$ cat src/rtl/imem_loader.sv
// Boot-time instruction memory loader: packs a big-endian byte stream into
// 32-bit words and writes them at consecutive word addresses while the CPU is held.
module imem_loader #(
  parameter int          DEPTH     = 256,
  parameter logic [31:0] BASE_ADDR = 32'h0000_0000
) (
  input  logic                   clk,
  input  logic                   reset,
  input  logic                   start,
  input  logic [$clog2(DEPTH):0] num_words,
  input  logic                   in_valid,
  input  logic [7:0]             in_data,
  output logic                   in_ready,
  output logic                   we,
  output logic [31:0]            waddr,
  output logic [31:0]            wd,
  output logic                   busy,
  output logic                   cpu_hold,
  output logic                   done,
  output logic                   err,
  output logic [1:0]             dbg_state
);

  localparam int AW = $clog2(DEPTH) + 1;

  typedef enum logic [1:0] {IDLE = 2'd0, RECV = 2'd1, WRITE = 2'd2, FIN = 2'd3} state_t;

  state_t        state, state_nxt;
  logic [AW-1:0] cnt_q;
  logic [AW-1:0] idx_q;
  logic [1:0]    bcnt_q;
  logic [23:0]   word_q;
  logic          accept;
  logic          bad_count;
  logic          last_word;

  // Handshake: a byte transfers on a rising edge where in_valid && in_ready.
  // in_ready depends on state only, so the source may wait on it freely.
  assign accept    = in_valid && in_ready;
  assign bad_count = (num_words == '0) || (num_words > AW'(DEPTH));
  assign last_word = ((idx_q + AW'(1)) == cnt_q);
  assign cpu_hold  = busy;
  assign dbg_state = state;

  always_ff @(posedge clk or posedge reset) begin
    if (reset) state <= IDLE;
    else       state <= state_nxt;
  end

  always_comb begin
    state_nxt = state;
    in_ready  = 1'b0;
    we        = 1'b0;
    busy      = 1'b1;
    done      = 1'b0;
    case (state)
      IDLE: begin
        busy = 1'b0;
        if (start) state_nxt = bad_count ? FIN : RECV;
      end
      RECV: begin
        in_ready = 1'b1;
        if (in_valid && bcnt_q == 2'd3) state_nxt = WRITE;
      end
      WRITE: begin
        we        = 1'b1;
        state_nxt = last_word ? FIN : RECV;
      end
      FIN: begin
        done      = 1'b1;
        state_nxt = IDLE;
      end
      default: state_nxt = IDLE;
    endcase
  end

  always_ff @(posedge clk or posedge reset) begin
    if (reset) begin
      cnt_q  <= '0;
      idx_q  <= '0;
      bcnt_q <= '0;
      word_q <= '0;
      wd     <= '0;
      waddr  <= '0;
      err    <= 1'b0;
    end else begin
      case (state)
        IDLE: begin
          if (start) begin
            err <= bad_count;
            if (!bad_count) begin
              cnt_q  <= num_words;
              idx_q  <= '0;
              bcnt_q <= '0;
            end
          end
        end
        RECV: begin
          if (accept) begin
            // byte counter wraps to 0 on the 4th byte, ready for the next word
            bcnt_q <= bcnt_q + 2'd1;
            if (bcnt_q == 2'd3) begin
              wd    <= {word_q, in_data};
              waddr <= BASE_ADDR + {{(30-AW){1'b0}}, idx_q, 2'b00};
            end else begin
              word_q <= {word_q[15:0], in_data};
            end
          end
        end
        WRITE: idx_q <= idx_q + AW'(1);
        default: ;
      endcase
    end
  end

endmodule

$ cat config.mk
export PLATFORM = sky130hd
export DESIGN_NAME = imem_loader
export DESIGN_NICKNAME = d
export VERILOG_FILES = /design/src/rtl/imem_loader.sv
export SDC_FILE = /design/constraint.sdc
export NUM_CORES = 1
export LEC_CHECK = 0
export ABC_AREA = 1
export CORE_ASPECT_RATIO = 1.2
export CORE_MARGIN = 4
export CORE_UTILIZATION = 45
export DETAILED_ROUTE_END_ITERATION = 10
export PLACE_DENSITY = 0.73
export RECOVER_POWER = 25
export SETUP_SLACK_MARGIN = 0.02
export SLEW_MARGIN = 10
export SYNTH_ARGS = -nofsm -noshare
export SYNTH_HDL_FRONTEND = slang
export SYNTH_SLANG_ARGS = --single-unit
$ cat constraint.sdc
create_clock -name clk -period 4.3 [get_ports clk]
set_clock_uncertainty 0.2 [all_clocks]
set_input_delay 0.86 -clock clk [delete_from_list [all_inputs] [get_ports clk]]
set_output_delay 0.86 -clock clk [all_outputs]
set_load 0.03 [all_outputs]
==> impl_results.rst, run 1 <==
.. list-table::
   :header-rows: 1

   * - Metric
     - Value
   * - Number of storage elements in the synthesis netlist
     - 88
   * - Setup repair after global routing missed its margin
     - false
   * - Violations in the final reports
     - max-capacitance violations, max-slew violations
   * - Avg Synthesized Cell Area
     - 8.91 µm²
   * - Count of boundary I/O pins
     - 93
   * - Design internal power
     - 0.00191 W
   * - Number of hold violations in the final report
     - 0
   * - Initial Utilization
     - 47.0%
   * - Net Switching
     - 0.00130 W
   * - Cell types occupying the most area after synthesis
     - sky130_fd_sc_hd__dfrtp_1 (57%), sky130_fd_sc_hd__nand2_1 (12%), sky130_fd_sc_hd__o21ai_0 (8.5%)
   * - Post-DR vias/cell
     - about 4.6
   * - Total wire length after detailed routing
     - ~7.5 mm
   * - CTS tree
     - yes
   * - Area Growth Syn to Fin
     - 23.0%
   * - Placeable core region
     - 0.00829 mm²
   * - Synth top area share
     - between 50% and 60%
   * - Worst hold slack
     - 288 ps
   * - Cell with the most instances after synthesis
     - sky130_fd_sc_hd__nand2_1
   * - Total via count in the routed design
     - approximately 2,900
   * - Portion of total power attributed to combinational logic
     - 41.4%
   * - Critical path capture point type
     - output pin
   * - Worst slew slack as a fraction of its limit
     - -23.9%
   * - Post-CTS Resized
     - 0
   * - Power after layout
     - 0.00321 W
   * - Number of H-tree branching levels
     - 3
   * - Arrival time reported for the critical path endpoint
     - roughly 2000 ps
   * - Post-detailed-route DRC marker count
     - 0
   * - Largest area contributor in the synthesized netlist
     - sky130_fd_sc_hd__dfrtp_1
   * - Detail Placement HPWL
     - between 5 and 6 mm
   * - Number of buffers added to fix hold violations after cts
     - 0
   * - Final-report setup violation count
     - 0
   * - Primary flip-flop cell chosen by synthesis mapping
     - sky130_fd_sc_hd__dfrtp_1
   * - Minimum clock period
     - 3110 ps
   * - Clock Latency Late Sink
     - 340 ps
   * - X dimension of the die
     - 92.9 µm
   * - Cell leakage power
     - approximately 2.3 nW
   * - Number of antenna violations at the first check in global routing
     - 0
   * - Reg clk slew, reported paths
     - 90 ps
   * - Worst vdd ir
     - 0.362 mV
   * - Area enclosed by the die boundary
     - 0.0102 mm²
   * - Mean routed wirelength per cell
     - about 12 µm
   * - Max Buffers Root-to-Sink
     - 2
   * - Synth Instances
     - 437
   * - # nets final
     - 528
   * - Sequential group share of total power
     - between 40% and 50%
   * - Post-detailed-route count of antenna-violating nets
     - 0
   * - Critical path launch point type
     - flop
   * - Pins Over Slew Limit
     - between 90 and 100
   * - Maximum number of pins on one net before global-route repair
     - 60
   * - First-pass GRT wire length
     - 12.5 mm
   * - Routability congestion estimate
     - 0.897
   * - Top fanout value on the critical path
     - 14
   * - Total number of yosys warnings
     - 0
   * - Chip Height
     - about 110 µm
   * - Switching Share
     - 40.5%
   * - Share of synthesized area occupied by flip-flops and latches
     - roughly 57%
   * - Filler cell count in the final layout
     - 782
   * - Library cell used as clock root buffer
     - sky130_fd_sc_hd__clkbuf_8
   * - 1st-iter DRT viols
     - 122
   * - Tot GR Track Use
     - 15.4%
   * - Finished layout cell area
     - 0.00479 mm²
   * - Critical path class
     - reg2out
   * - Count of inserted antenna diode cells
     - 0
   * - Number of flops mapped to enable cells by yosys
     - 0
   * - Number of rows created at floorplan
     - 36
   * - Via count of the first global-routing pass
     - 2,723
   * - Required arrival time at the worst endpoint
     - 3240 ps
   * - Overflow after GRT
     - 0
   * - Async set-or-reset flop fraction in the synthesized netlist
     - 100%
   * - Clk pwr share
     - 17.3%
   * - Number of optimization iterations in the first detailed-route pass
     - 4
   * - FMAX
     - 0.322 GHz
   * - Max capacitance violation total
     - 2
   * - Share of the core filled with cells in the final layout
     - 57.8%
   * - Worst min path class
     - reg2reg
   * - Post-Route Setup TNS
     - 0 ps
   * - Post-route fraction of the period consumed by the critical path
     - 72.3%
   * - Count of input and output buffers
     - 69
   * - Power density over cell area
     - approximately 670 mW/mm²
   * - Fraction of layout instances using a drive strength above 1
     - under 10%
   * - Number of buffers added for setup after CTS
     - 0
   * - Clock Sinks
     - 88
   * - Transition at the pin with the smallest max-transition slack
     - about 1800 ps
   * - Post-DP Area
     - approximately 0.0046 mm²
   * - Outcome
     - finished with violations
   * - Synthesized cell area
     - 0.00389 mm²
   * - Netlist cell types
     - 27
   * - Commonest cells in the netlist
     - sky130_fd_sc_hd__nand2_1 (120), sky130_fd_sc_hd__dfrtp_1 (88), sky130_fd_sc_hd__o21ai_0 (66), sky130_fd_sc_hd__inv_1 (53), sky130_fd_sc_hd__buf_4 (24)
   * - Number of buffers inserted during clock tree synthesis
     - 9
## final cells by class
type / count / area [µm²] / area share [%]
timing repair buffer: 74 / 724 / 15.1
inverter: 55 / 208 / 4.34
sequential: 88 / 2200 / 46.0
clock inverter: 7 / 72.6 / 1.51
clock buffer: 9 / 124 / 2.59
multi-input combinational: 277 / 1320 / 27.5
tap: 114 / 143 / 2.98
## stage by stage
stage / instances / setup slack [ps]
floorplan: 459 / 961
global placement: 608 / 1350
detailed placement: 608 / 1270
CTS: 624 / 1150
global route: 624 / 957
finish: 624 / 1190
## layout by cell type, fill, tap and decap left out, drive strengths merged, types with 3 or more instances in the layout
master         count
nor2              15
o21ai             70
nand3             19
clkbuf            10
mux2               9
dfrtp             88
clkinvlp           3
nand2            121
o31ai              7
inv               54
buf                4
conb              23
a21oi              3
clkdlybuf4s50     67
nand4              4
clkinv             4
## power by group through the flow
stage	clock, W	combinational, W	sequential, W
floorplan	0	0.000580	0.00160
global placement	0	0.00132	0.00134
detailed placement	0	0.00135	0.00134
CTS	0.000568	0.00135	0.00133
global route	0.000607	0.00146	0.00137
finish	0.000554	0.00133	0.00133
## critical path: stages (launching register included)
cell	delay, ps
sky130_fd_sc_hd__dfrtp_1	700
sky130_fd_sc_hd__nor2_1	190
sky130_fd_sc_hd__inv_1	130
sky130_fd_sc_hd__clkdlybuf4s50_1	690
## state kept, by name (all words and copies together) (netlist names)
name / flops
bcnt_q: 2
word_q: 24
cnt_q: 9
idx_q: 9
dbg_state: 2
wd: 32
waddr: 9
err: 1
## per-layer routing
metal | GRT usage, % | wire length, µm
met1 | 20.1 | 3440
met5 | 0 | 0
met3 | 2.60 | 329
met2 | 25.4 | 3650
met4 | 6.91 | 95
## path summary, 6_finish.rpt
path	startpoint	to	slack, ps	depth (start not counted)
min	word_q[17]	word_q[17]	290	2
min reg2reg	word_q[17]	word_q[17]	290	2
max reg2reg	dbg_state[0]	word_q[15]	1510	5
min in group asynchronous	reset	wd[4]	1230	2
max in group asynchronous	reset	idx_q[6]	1610	3
max	dbg_state[0]	busy	1190	3
## logic make-up after synthesis
group	after synthesis	synth area share (%)
muxes	9	2.60
other	1	0.0963
AOI/OAI and AO/OA	81	10.9
and+or+nand+nor	160	17.0
DFF	88	56.6
xor gates and xnor gates	2	0.450
buffers and inverters	94	11.7
adders and majority gates	2	0.643
No activity file was read; power rests on OpenSTA's default activity.
==> run 2: changes to the inputs <==
Clock period 4.3 ns to 3 ns, I/O delays scaled along.
==> run 2 against run 1 <==
The run now ends clean. Worst hold slack lost 1.2 ps. Combinational power up 44%. Global-route usage grew 0.97 points. Cell count decreased by 0.16%. Largest power group unchanged.
==> impl_results.rst, run 2 (same netlist as run 1, synthesis figures left out) <==
.. list-table::
   :header-rows: 1

   * - Metric
     - Value
   * - Outcome
     - completed
   * - Post-detailed-route count of antenna-violating nets
     - 0
   * - FMAX
     - ~0.37 GHz
   * - Critical path capture point type
     - output pin
   * - Commonest non-fill, non-tap cell in the layout
     - sky130_fd_sc_hd__nand2_1
   * - Flip-flop count of the largest register after layout
     - 32
   * - # nets final
     - roughly 530
   * - Registers with the highest flip-flop counts
     - wd (32), word_q (24)
   * - Detail Placement HPWL
     - roughly 5.7 mm
   * - Routability congestion estimate
     - 0.865
   * - Most frequent cells in the layout
     - sky130_fd_sc_hd__nand2_1 (120), sky130_fd_sc_hd__dfrtp_1 (87), sky130_fd_sc_hd__clkdlybuf4s50_1 (68), sky130_fd_sc_hd__o21ai_0 (66), sky130_fd_sc_hd__inv_1 (52)
   * - Number of rows created at floorplan
     - 36
   * - CTS tree
     - yes
   * - Library cell used as clock root buffer
     - sky130_fd_sc_hd__clkbuf_8
   * - Minimum clock period
     - 2670 ps
   * - Maximum single-stage delay on the critical path
     - 690 ps
   * - First-pass GRT wire length
     - roughly 13 mm
   * - Overflow after GRT
     - 0
   * - Share of the core filled with cells in the final layout
     - 58.0%
   * - X dimension of the die
     - 92.9 µm
   * - Total wire length after detailed routing
     - 7.78 mm
   * - Worst vdd ir
     - 0.476 mV
   * - Power density over cell area
     - 965 mW/mm²
   * - Mean routed wirelength per cell
     - 12.5 µm
   * - Clock Sinks
     - 88
   * - Post-route fraction of the period consumed by the critical path
     - 89.1%
   * - Buffer and inverter count on the worst path
     - 2
   * - Count of input and output buffers
     - 69
   * - Setup Slack @ Placement
     - ~500 ps
   * - Total via count in the routed design
     - 2,895
   * - Slowest stage cell, crit path
     - sky130_fd_sc_hd__clkdlybuf4s50_1
   * - Number of hold violations in the final report
     - 0
   * - Area Growth Syn to Fin
     - 23.4%
   * - Cell family with most CP delay
     - buffers and inverters
   * - Crit-path cells
     - inv_2 > nor2_4 > clkdlybuf4s50_1
   * - Setup repair after global routing missed its margin
     - false
   * - Worst slew slack as a fraction of its limit
     - 24.6%
   * - Arrival time reported for the critical path endpoint
     - 1870 ps
   * - Placeable core region
     - 0.00829 mm²
   * - Max capacitance violation total
     - 0
   * - Count of inserted antenna diode cells
     - 0
   * - Initial Utilization
     - 47.0%
   * - Number of optimization iterations in the first detailed-route pass
     - 4
   * - Max Buffers Root-to-Sink
     - 2
   * - Number of H-tree branching levels
     - 3
   * - 1st-iter DRT viols
     - between 100 and 150
   * - Via count of the first global-routing pass
     - approximately 2,900
   * - Number of antenna violations at the first check in global routing
     - 0
   * - Tot GR Track Use
     - 16.4%
   * - Required arrival time at the worst endpoint
     - 2200 ps
   * - Post-detailed-route DRC marker count
     - 0
   * - Worst min path class
     - reg2reg
   * - Final-report setup violation count
     - 0
   * - Biggest register
     - wd
   * - Top fanout value on the critical path
     - 8
   * - Chip Height
     - 110 µm
   * - Pins Over Slew Limit
     - 0
   * - Critical path class
     - reg2out
   * - Area enclosed by the die boundary
     - just over 0.01 mm²
   * - Transition at the pin with the smallest max-transition slack
     - 1130 ps
   * - Number of buffers inserted during clock tree synthesis
     - 9
   * - Fin worst setup slack
     - 326 ps
   * - Critical path launch point type
     - flop
   * - Number of buffers added to fix hold violations after cts
     - 0
   * - Count of boundary I/O pins
     - 93
   * - Cell leakage power
     - around 2.3 nW
   * - Post-DR vias/cell
     - between 4 and 5
   * - Maximum number of pins on one net before global-route repair
     - between 80 and 90
   * - Post-Route Setup TNS
     - 0 ps
   * - Reg clk slew, reported paths
     - 90 ps
   * - Fraction of layout instances using a drive strength above 1
     - 6.09%
   * - Clock Latency Late Sink
     - between 300 and 400 ps
[run 2: final timing paths]
| kind | startpoint | end | slack [ps] | depth (start not counted) |
|---|---|---|---|---|
| worst max register to register | dbg_state[0] | waddr[10] | 950 | 6 |
| worst max-delay path | dbg_state[1] | we | 330 | 3 |
| worst min register to register | word_q[17] | word_q[17] | 290 | 2 |
| worst min-delay path | word_q[17] | word_q[17] | 290 | 2 |
| max in group asynchronous | reset | dbg_state[0] | 870 | 3 |
| min in group asynchronous | reset | wd[20] | 950 | 3 |
[run 2: where the power goes]
group | internal, W | total (W) | switching, W
Sequential | 0.00162 | 0.00191 | 0.000295
Clock | 0.000406 | 0.000814 | 0.000407
Combinational | 0.000737 | 0.00191 | 0.00117
Total | 0.00276 | 0.00464 | 0.00187
[run 2: area by class of cell]
cell class,instances,area (µm²)
tap,114,143
multi-input combinational,277,1320
clock inverter,5,56.3
clock buffer,11,141
fill,743,3480
timing repair buffer,73,733
sequential,88,2200
inverter,55,210
[run 2: timing repair]
action	CTS	global route
setup buffers	0	0
endpoints found under the setup margin	0	3
hold endpoints to repair	0	0
resized for setup	0	1
[run 2: metal layers]
layer | vias up | global-route usage (%) | share of wire, %
met4 | 0 | 6.49 | 2.0
met5 | - | 0 | 0
li1 | 1479 | - | -
met1 | 1337 | 21.2 | 44
met2 | 65 | 26.5 | 49
met3 | 14 | 4.31 | 4.7
[run 2: through the flow]
stage	total power (W)	instance area, µm²	hold slack [ps]	instances
2_1_floorplan	0.00313	3980	246	459
3_3_place_gp	0.00381	4620	261	607
3_5_place_dp	0.00387	4620	267	607
4_1_cts	0.00469	4820	289	623
5_1_grt	0.00497	4800	317	623
6_report	0.00464	4800	287	623
[run 2: worst register-to-register path, stage by stage, from the launching register on]
cell and delay [ps]:
sky130_fd_sc_hd__dfrtp_2 550, sky130_fd_sc_hd__inv_2 100, sky130_fd_sc_hd__nor2_4 160, sky130_fd_sc_hd__nand2_2 390
sky130_fd_sc_hd__buf_4 350, sky130_fd_sc_hd__nand2_1 60, sky130_fd_sc_hd__o21ai_0 80
